$ cat config.mk
export PLATFORM = sky130hd
export DESIGN_NAME = turfio_gen_shift_arbiter
export DESIGN_NICKNAME = d
export VERILOG_FILES = /design/src/rtl/turfio_gen_shift_arb_pkg.sv /design/src/rtl/wb_arb_watchdog.sv /design/src/rtl/turfio_gen_shift_arbiter.sv
export SDC_FILE = /design/constraint.sdc
export NUM_CORES = 1
export LEC_CHECK = 0
export CAP_MARGIN = 10
export CORE_AREA = 5 5 101 103
export CTS_CLUSTER_DIAMETER = 100
export DETAILED_ROUTE_END_ITERATION = 10
export DIE_AREA = 0 0 106 108
export PLACE_DENSITY = 0.85
export RECOVER_POWER = 100
export SLEW_MARGIN = 20
export SYNTH_ARGS = -nofsm -noshare
export SYNTH_HDL_FRONTEND = slang
export SYNTH_SLANG_ARGS = --single-unit
$ cat constraint.sdc
create_clock -name wb_clk_i -period 3.41 [get_ports wb_clk_i]
set_clock_uncertainty 0.1 [all_clocks]
set_input_delay 0.5115 -clock wb_clk_i [delete_from_list [all_inputs] [get_ports wb_clk_i]]
set_output_delay 0.5115 -clock wb_clk_i [all_outputs]
set_load 0.02 [all_outputs]
$ cat src/rtl/turfio_gen_shift_arb_pkg.sv
// Shared types and master indices for the TURFIO shift-register target arbiter.
package turfio_gen_shift_arb_pkg;

    typedef enum logic [1:0] {
        IDLE = 2'd0,
        OWN0 = 2'd1,
        OWN1 = 2'd2
    } arb_state_t;

    localparam int M0 = 0;
    localparam int M1 = 1;

endpackage

$ cat src/rtl/wb_arb_watchdog.sv
// Saturating event counter with synchronous clear; hit flags when the count
// reaches LIMIT. LIMIT of 0 disables the hit output entirely.
module wb_arb_watchdog #(
    parameter int LIMIT = 255
) (
    input  logic clk,
    input  logic rst,
    input  logic clr,
    input  logic en,
    output logic hit
);

    localparam int CNT_W = (LIMIT < 1) ? 1 : $clog2(LIMIT + 1);
    localparam logic [CNT_W-1:0] LIMIT_C = CNT_W'(LIMIT);

    logic [CNT_W-1:0] cnt;

    // Count enabled cycles, clear on request, hold once the limit is reached.
    always_ff @(posedge clk or posedge rst) begin
        if (rst) begin
            cnt <= '0;
        end else if (clr) begin
            cnt <= '0;
        end else if (en && (cnt != LIMIT_C)) begin
            cnt <= cnt + 1'b1;
        end
    end

    assign hit = (LIMIT != 0) && (cnt == LIMIT_C);

endmodule

$ cat src/rtl/turfio_gen_shift_arbiter.sv
// Two-master Wishbone arbiter for the TURFIO shift-register target.
//
//   state | meaning
//   IDLE  | no owner; arbitrate pending cyc requests (round-robin on ties)
//   OWN0  | M0 owns the target; target bus mirrors M0
//   OWN1  | M1 owns the target; target bus mirrors M1
module turfio_gen_shift_arbiter
    import turfio_gen_shift_arb_pkg::*;
#(
    parameter int ADR_W         = 12,
    parameter int ACK_TIMEOUT   = 255,
    parameter int LOCK_IDLE_MAX = 4095
) (
    input  logic             wb_clk_i,
    input  logic             wb_rst_i,
    input  logic             m0_cyc_i,
    input  logic             m0_stb_i,
    input  logic             m0_we_i,
    input  logic [ADR_W-1:0] m0_adr_i,
    input  logic [31:0]      m0_dat_i,
    input  logic [3:0]       m0_sel_i,
    input  logic             m0_lock_i,
    output logic [31:0]      m0_dat_o,
    output logic             m0_ack_o,
    output logic             m0_err_o,
    output logic             m0_rty_o,
    input  logic             m1_cyc_i,
    input  logic             m1_stb_i,
    input  logic             m1_we_i,
    input  logic [ADR_W-1:0] m1_adr_i,
    input  logic [31:0]      m1_dat_i,
    input  logic [3:0]       m1_sel_i,
    input  logic             m1_lock_i,
    output logic [31:0]      m1_dat_o,
    output logic             m1_ack_o,
    output logic             m1_err_o,
    output logic             m1_rty_o,
    output logic             s_cyc_o,
    output logic             s_stb_o,
    output logic             s_we_o,
    output logic [ADR_W-1:0] s_adr_o,
    output logic [31:0]      s_dat_o,
    output logic [3:0]       s_sel_o,
    input  logic [31:0]      s_dat_i,
    input  logic             s_ack_i,
    input  logic             s_err_i,
    input  logic             s_rty_i,
    output logic [1:0]       owner_o,
    output logic             lock_expired_o,
    output logic             timeout_o
);

    arb_state_t state, state_next;
    logic       last_grant;
    logic [1:0] lock_block;

    logic own0, own1, owned;
    logic cur_cyc, cur_stb, cur_lock;
    logic raw_access, term;
    logic acc_hit, lock_hit;

    assign own0  = (state == OWN0);
    assign own1  = (state == OWN1);
    assign owned = own0 | own1;

    // Lock honoured only while the watchdog has not blocked that master.
    assign cur_cyc  = (own0 & m0_cyc_i) | (own1 & m1_cyc_i);
    assign cur_stb  = (own0 & m0_stb_i) | (own1 & m1_stb_i);
    assign cur_lock = (own0 & m0_lock_i & ~lock_block[M0]) |
                      (own1 & m1_lock_i & ~lock_block[M1]);

    assign raw_access = cur_cyc & cur_stb;
    assign term       = s_ack_i | s_err_i | s_rty_i;

    wb_arb_watchdog #(.LIMIT(ACK_TIMEOUT)) u_acc_wd (
        .clk (wb_clk_i),
        .rst (wb_rst_i),
        .clr (~raw_access | term | acc_hit),
        .en  (raw_access),
        .hit (acc_hit)
    );

    wb_arb_watchdog #(.LIMIT(LOCK_IDLE_MAX)) u_lock_wd (
        .clk (wb_clk_i),
        .rst (wb_rst_i),
        .clr (~owned | cur_cyc | lock_hit),
        .en  (owned & ~cur_cyc & cur_lock),
        .hit (lock_hit)
    );

    // State, registered grant indication, round-robin pointer and lock blocks.
    always_ff @(posedge wb_clk_i or posedge wb_rst_i) begin
        if (wb_rst_i) begin
            state      <= IDLE;
            owner_o    <= 2'b00;
            last_grant <= 1'b1;
            lock_block <= 2'b00;
        end else begin
            state   <= state_next;
            owner_o <= {state_next == OWN1, state_next == OWN0};
            if (owned && (state_next == IDLE)) begin
                last_grant <= own1;
            end
            if (!m0_lock_i) begin
                lock_block[M0] <= 1'b0;
            end else if (lock_hit && own0) begin
                lock_block[M0] <= 1'b1;
            end
            if (!m1_lock_i) begin
                lock_block[M1] <= 1'b0;
            end else if (lock_hit && own1) begin
                lock_block[M1] <= 1'b1;
            end
        end
    end

    // Next-state decision and the combinational target/master muxing.
    always_comb begin
        state_next     = state;
        s_cyc_o        = 1'b0;
        s_stb_o        = 1'b0;
        s_we_o         = 1'b0;
        s_adr_o        = '0;
        s_dat_o        = '0;
        s_sel_o        = '0;
        m0_dat_o       = '0;
        m0_ack_o       = 1'b0;
        m0_err_o       = 1'b0;
        m0_rty_o       = 1'b0;
        m1_dat_o       = '0;
        m1_ack_o       = 1'b0;
        m1_err_o       = 1'b0;
        m1_rty_o       = 1'b0;
        timeout_o      = acc_hit & owned;
        lock_expired_o = lock_hit & owned;

        case (state)
            IDLE: begin
                if (m0_cyc_i && m1_cyc_i) begin
                    state_next = (last_grant == 1'(M0)) ? OWN1 : OWN0;
                end else if (m0_cyc_i) begin
                    state_next = OWN0;
                end else if (m1_cyc_i) begin
                    state_next = OWN1;
                end
            end
            OWN0: begin
                s_cyc_o  = m0_cyc_i & ~acc_hit;
                s_stb_o  = m0_stb_i & ~acc_hit;
                s_we_o   = m0_we_i;
                s_adr_o  = m0_adr_i;
                s_dat_o  = m0_dat_i;
                s_sel_o  = m0_sel_i;
                m0_dat_o = s_dat_i;
                m0_ack_o = s_ack_i & ~acc_hit;
                m0_err_o = s_err_i | acc_hit;
                m0_rty_o = s_rty_i & ~acc_hit;
                if (lock_hit || (!m0_cyc_i && !cur_lock)) begin
                    state_next = IDLE;
                end
            end
            OWN1: begin
                s_cyc_o  = m1_cyc_i & ~acc_hit;
                s_stb_o  = m1_stb_i & ~acc_hit;
                s_we_o   = m1_we_i;
                s_adr_o  = m1_adr_i;
                s_dat_o  = m1_dat_i;
                s_sel_o  = m1_sel_i;
                m1_dat_o = s_dat_i;
                m1_ack_o = s_ack_i & ~acc_hit;
                m1_err_o = s_err_i | acc_hit;
                m1_rty_o = s_rty_i & ~acc_hit;
                if (lock_hit || (!m1_cyc_i && !cur_lock)) begin
                    state_next = IDLE;
                end
            end
            default: state_next = IDLE;
        endcase
    end

endmodule

==> After elaboration in Yosys (flattened, before gate mapping) <==
Cells that the tools add are included.
{ "op_classes": {"shifts": 0, "div_mod_pow": 0, "n_mux": 29, "order_cmp": 0, "reduce_logical": 17, "n_bitwise": 36, "eq_ne": 10, "multipliers": 0, "add_sub_neg": 2} }
{ "op_table": {"columns": ["operator", "count"], "rows": [
  ["$mux W32", 2],
  ["$pmux W32 S2", 1],
  ["$mux W12", 2],
  ["$pmux W12 S2", 1],
  ["$and A1 B1 Y1", 19],
  ["$mux W8", 2],
  ["$add A12 B1 Y12 const B", 1],
  ["$eq A12 B12 Y1 const B", 1],
  ["$mux W2", 6],
  ["$ne A12 B12 Y1 const B", 1],
  ["$or A1 B1 Y1", 11],
  ["$mux W1", 10],
  ["$add A8 B1 Y8 const B", 1],
  ["$eq A8 B8 Y1 const B", 1],
  ["$logic_and A1 B1 Y1", 8],
  ["$ne A8 B8 Y1 const B", 1],
  ["$pmux W4 S2", 1],
  ["$not A1 Y1", 6],
  ["$pmux W1 S2", 3],
  ["$pmux W2 S3", 1],
  ["$eq A2 B1 Y1 const B", 2],
  ["$eq A2 B2 Y1 const B", 2],
  ["$logic_not A2 Y1", 2],
  ["$ne A2 B1 Y1 const B", 2],
  ["other kinds (3)", 7]
]} }
{ "word_totals": {"latch_bits": 0, "output_inout_bits": 125, "regBits": 27, "memories": 0, "ramBits": 0, "mem_bits_ro": 0} }

==> Logic depth before layout (Yosys ltp) <==
Gate-level depths: netlist of run 1.
{ "logic_depth": {"ltp_word": 11, "mapped_depth": 9} }

==> By module <==
From an unflattened synthesis of run 1, not the netlist that was laid out.
{ "unflattened": {"hier_cells": 374, "area_unflattened_um2": 2974.1} }
{ "by_module_without_submodules": {"columns": ["module", "instances", "cells_per_inst", "area_per_inst_um2"], "rows": [
  ["turfio_gen_shift_arbiter", 1, 252, 1771.7],
  ["wb_arb_watchdog (u_lock_wd)", 1, 74, 710.7],
  ["wb_arb_watchdog (u_acc_wd)", 1, 48, 491.7]
]} }

==> Worst setup path before layout of run 1 <==
No wires, ideal clock.
{ "synth_path": {"path_type": "register -> output", "from": "reg state[1]", "to": "out s_adr_o[5]", "setup_slack_ns": 1.103, "arrival_time_ns": 1.695, "required_time_ns": 2.799, "path_stages_with_launch": 8, "n_path_buf": 3, "path_cell_list": "dfrtp_1 inv_1 ha_1 buf_4 clkbuf_1 buf_1 a22oi_1 nor2_1"} }
{ "synth_between": {"elab_chain_len": 2} }
{ "synth_rtl": {"columns": ["element", "line_no", "rtl"], "rows": [
  ["start: declaration", "turfio_gen_shift_arbiter.sv:53", "arb_state_t state, state_next;"],
  ["start signal: assignment", "turfio_gen_shift_arbiter.sv:99", "state <= state_next;"],
  ["$eq A2 B2 Y1 / $eq A2 B1 Y1 (equally long branches)", "turfio_gen_shift_arbiter.sv:137", "case (state)"],
  ["$pmux W12 S2 *", "turfio_gen_shift_arbiter.sv:137", null],
  ["end: declaration", "turfio_gen_shift_arbiter.sv:41", "output logic [ADR_W-1:0] s_adr_o,"]
]} }
Mark *: on every way between the ends. The rest lies on a longest branch, timed or not.

==> Final worst setup path of run 1 <==
{ "layout_path": {"from": "reg state[0]", "to": "out s_dat_o[5]"} }
{ "layout_between": {"elab_chain_len": 2} }
{ "layout_rtl": {"columns": ["element", "line_no", "rtl"], "rows": [
  ["$eq A2 B2 Y1", null, null],
  ["named net own1", "turfio_gen_shift_arbiter.sv:57", "logic own0, own1, owned;"],
  ["$pmux W32 S2", "turfio_gen_shift_arbiter.sv:137", null],
  ["end: declaration", "turfio_gen_shift_arbiter.sv:42", "output logic [31:0] s_dat_o,"]
]} }
The timed path passes the listed nets, and every way through them passes these cells.

==> results of run 1 <==
through the flow:
stage           util  instances  instance area [µm²]  setup WS (ns)
6_report       0.586        701                 5340          0.172
5_1_grt        0.586        701                 5340         0.0322
4_1_cts        0.588        701                 5350         0.0362
3_5_place_dp   0.583        697                 5310          0.343
3_3_place_gp   0.583        697                 5310          0.437
2_1_floorplan      -        339                 2530           1.10
layer usage:
| layer | routed length (µm) | up-vias | track usage |
|---|---|---|---|
| met5 | 0 | - | 0 |
| met1 | 4820 | 1643 | 0.230 |
| met2 | 6730 | 204 | 0.401 |
| met3 | 1390 | 25 | 0.0770 |
| li1 | - | 1662 | - |
| met4 | 308 | 0 | 0.0574 |
layout make-up:
| class | count | area share |
|---|---|---|
| flip-flops and latches | 27 | 0.127 |
| inverters | 7 | 0.00492 |
| clock buffers | 3 | 0.00774 |
| clock inverters | 1 | 0.000938 |
| multi-input cells | 279 | 0.321 |
| well taps | 111 | 0.0260 |
| repair buffers | 273 | 0.512 |
worst paths after layout:
| kind | from | endpoint | slack (ns) | cells after the start |
|---|---|---|---|---|
| setup / recovery | state[0] | s_dat_o[5] | 0.17 | 6 |
| hold / removal | u_acc_wd.cnt[0] | u_acc_wd.cnt[0] | 0.39 | 1 |
| setup reg to reg | state[1] | u_lock_wd.cnt[10] | 0.37 | 8 |
| hold reg to reg | u_acc_wd.cnt[0] | u_acc_wd.cnt[0] | 0.39 | 1 |
| max in group asynchronous | wb_rst_i | u_lock_wd.cnt[4] | 1.78 | 2 |
| min in group asynchronous | wb_rst_i | u_lock_wd.cnt[7] | 0.81 | 2 |
critical path, delay by kind of cell (launching register included):
kind	cells	cell delay, ns
AOI/OAI and AO/OA	1	0.10
DFF	1	0.44
buffers and inverters	3	1.09
adders and majority gates	1	0.56
and+or+nand+nor	1	0.14
flip-flops by register name (all words and copies together), names as in the netlist:
name / cells
u_lock_wd.cnt: 12
last_grant: 1
owner_o: 2
u_acc_wd.cnt: 8
state: 2
lock_block: 2
power breakdown:
part / switching [mW] / total, mW / internal (mW)
Combinational: 1.34 / 2.36 / 1.02
Clock: 0.104 / 0.186 / 0.0821
Sequential: 0.0199 / 0.373 / 0.353
cell usage in the layout, fill, tap and decap left out, drive strengths merged, types with 2 or more instances in the layout:
master / count
a21bo: 2
a21oi: 6
a22oi: 51
and2: 68
and3: 5
buf: 7
clkbuf: 4
clkdlybuf4s50: 156
clkinv: 2
dfrtp: 26
dlygate4sd3: 109
ha: 6
inv: 6
mux2i: 3
nand2: 12
nand3: 6
nand4: 6
nor2: 71
nor2b: 7
nor3: 3
o21ai: 6
or3: 4
xnor2: 7
xor2: 7
cells by family (layout without fill, tap and decap cells):
family / after synthesis / in the layout / share of synthesized area
multiplexers: 4 / 4 / 0.0163
adder cells (fa/ha/maj): 6 / 6 / 0.0297
flip-flops: 27 / 27 / 0.268
AO/OA/AOI/OAI: 70 / 70 / 0.204
XOR/XNOR: 14 / 14 / 0.0485
AND/OR/NAND/NOR: 185 / 185 / 0.382
buffers and inverters: 33 / 284 / 0.0519
==> impl_metrics.json, run 1 <==
{
  "multi_input_area_mm2": 0.00171,
  "grt_pass1_vias": 3617,
  "path_class": "reg2out",
  "timing.fmax_ghz": 0.309,
  "drive_above_1_share": 0.0390,
  "min_period_ns": 3.24,
  "synth_top_cell_by_area": "dfrtp_1",
  "ir_worst_vdd_v": 0.000302,
  "regArea_um2": 677,
  "cp_max_fo": 31,
  "netlist.area_leader.share": 0.257,
  "min_period_over_period": 0.950,
  "hp-class": "reg2reg",
  "grtUsageTotal": 0.215,
  "power_density_mw_per_mm2": 547,
  "rsz0062_at_grt": "no",
  "yosysSeqAreaShare": 0.268,
  "nets": 738,
  "setup_viol_count_final": 0,
  "grt_max_degree": 48,
  "cp_slowest_cell": "dlygate4sd3_1",
  "syn_nets": 486,
  "path_cells": "inv_1 -> ha_2 -> buf_12 -> a22oi_1 -> nor2_1 -> dlygate4sd3_1",
  "yosys-top-cells-area": "dfrtp_1 (26%), and2_1 (17%), a22oi_1 (15%)",
  "io_pins": 266,
  "ys_top_cells_by_count": "nor2_1 (71), and2_1 (67), a22oi_1 (51), dfrtp_1 (26), clkbuf_1 (16)",
  "cts.repair.resized": 0,
  "clk_latency_ns": 0.28,
  "max_cap_viol_count": 0,
  "drt-initial-drc-count": 191,
  "antenna_found_initial": 0,
  "synth_edf_count": 0,
  "htreeDepth": 1,
  "status": "finished clean",
  "num_vias": 3534,
  "fp.dieH_um": 108,
  "cp-end-kind": "output port",
  "gp_congestion": 0.833,
  "wirelength_um": 13200,
  "synth_area_mm2": 0.00253,
  "clockBufferDepth": 2,
  "synth_ff_type": "dfrtp_1",
  "async_flop_share": 1.00,
  "start_kind": "flop",
  "portBuffers": 265,
  "core_area_mm2": 0.00911,
  "yosysMostFrequentCell": "nor2_1",
  "ys_ff_latch": 27,
  "slew_violations": 0,
  "ant_nets": 0,
  "die-width_um": 106,
  "clock_sinks": 27,
  "drt-vias-per-instance": 5.04,
  "worstMarginPinSlew_ns": 1.02,
  "finalHoldViolCount": 0,
  "wl_per_cell_um": 18.9,
  "cp.arrival_ns": 2.63,
  "cpPeakStageDelay_ns": 0.71,
  "cts_tree": "built",
  "antenna_cells": 0,
  "setup_tns_ns": 0,
  "maxSlewHeadroom": 0.317,
  "fp.dieArea_mm2": 0.0114,
  "required_ns": 2.80,
  "ctsHoldBuffers": 0,
  "n_fill_cell": 771,
  "rows": 35,
  "yosysWarnings": 0,
  "start_util": 0.278,
  "grt_overflow": 0,
  "netlist_instances": 339,
  "synth.distinct_cells": 38,
  "grt_first_pass_wirelength_um": 19500,
  "cts_made_buffers": 3,
  "route.detailed.drc": 0,
  "finalPower_mw": 2.92,
  "clk_pin_slew_ns": 0.10,
  "avgSynthCellArea_um2": 7.46,
  "leakage_nw": 2.35,
  "dp_hpwl_um": 11100,
  "post_cts_buffers": 0,
  "whs_ns": 0.389,
  "drt_pass1_iterations": 4,
  "syn_to_final_growth_pct": 111,
  "clock-root-buffer": "clkbuf_8"
}
(Power assumes the default switching activity.)
==> inputs of run 2 (changes only) <==
ABC_CLOCK_PERIOD_IN_PS = 3410   (was not set)
==> results of run 2 <==
Final layout, timing and power as in run 1 (identical DEF).
==> inputs of run 3 (changes only) <==
CAP_MARGIN = 5   (was 10)
==> results of run 3 <==
Final layout, timing and power as in run 1 (identical DEF).
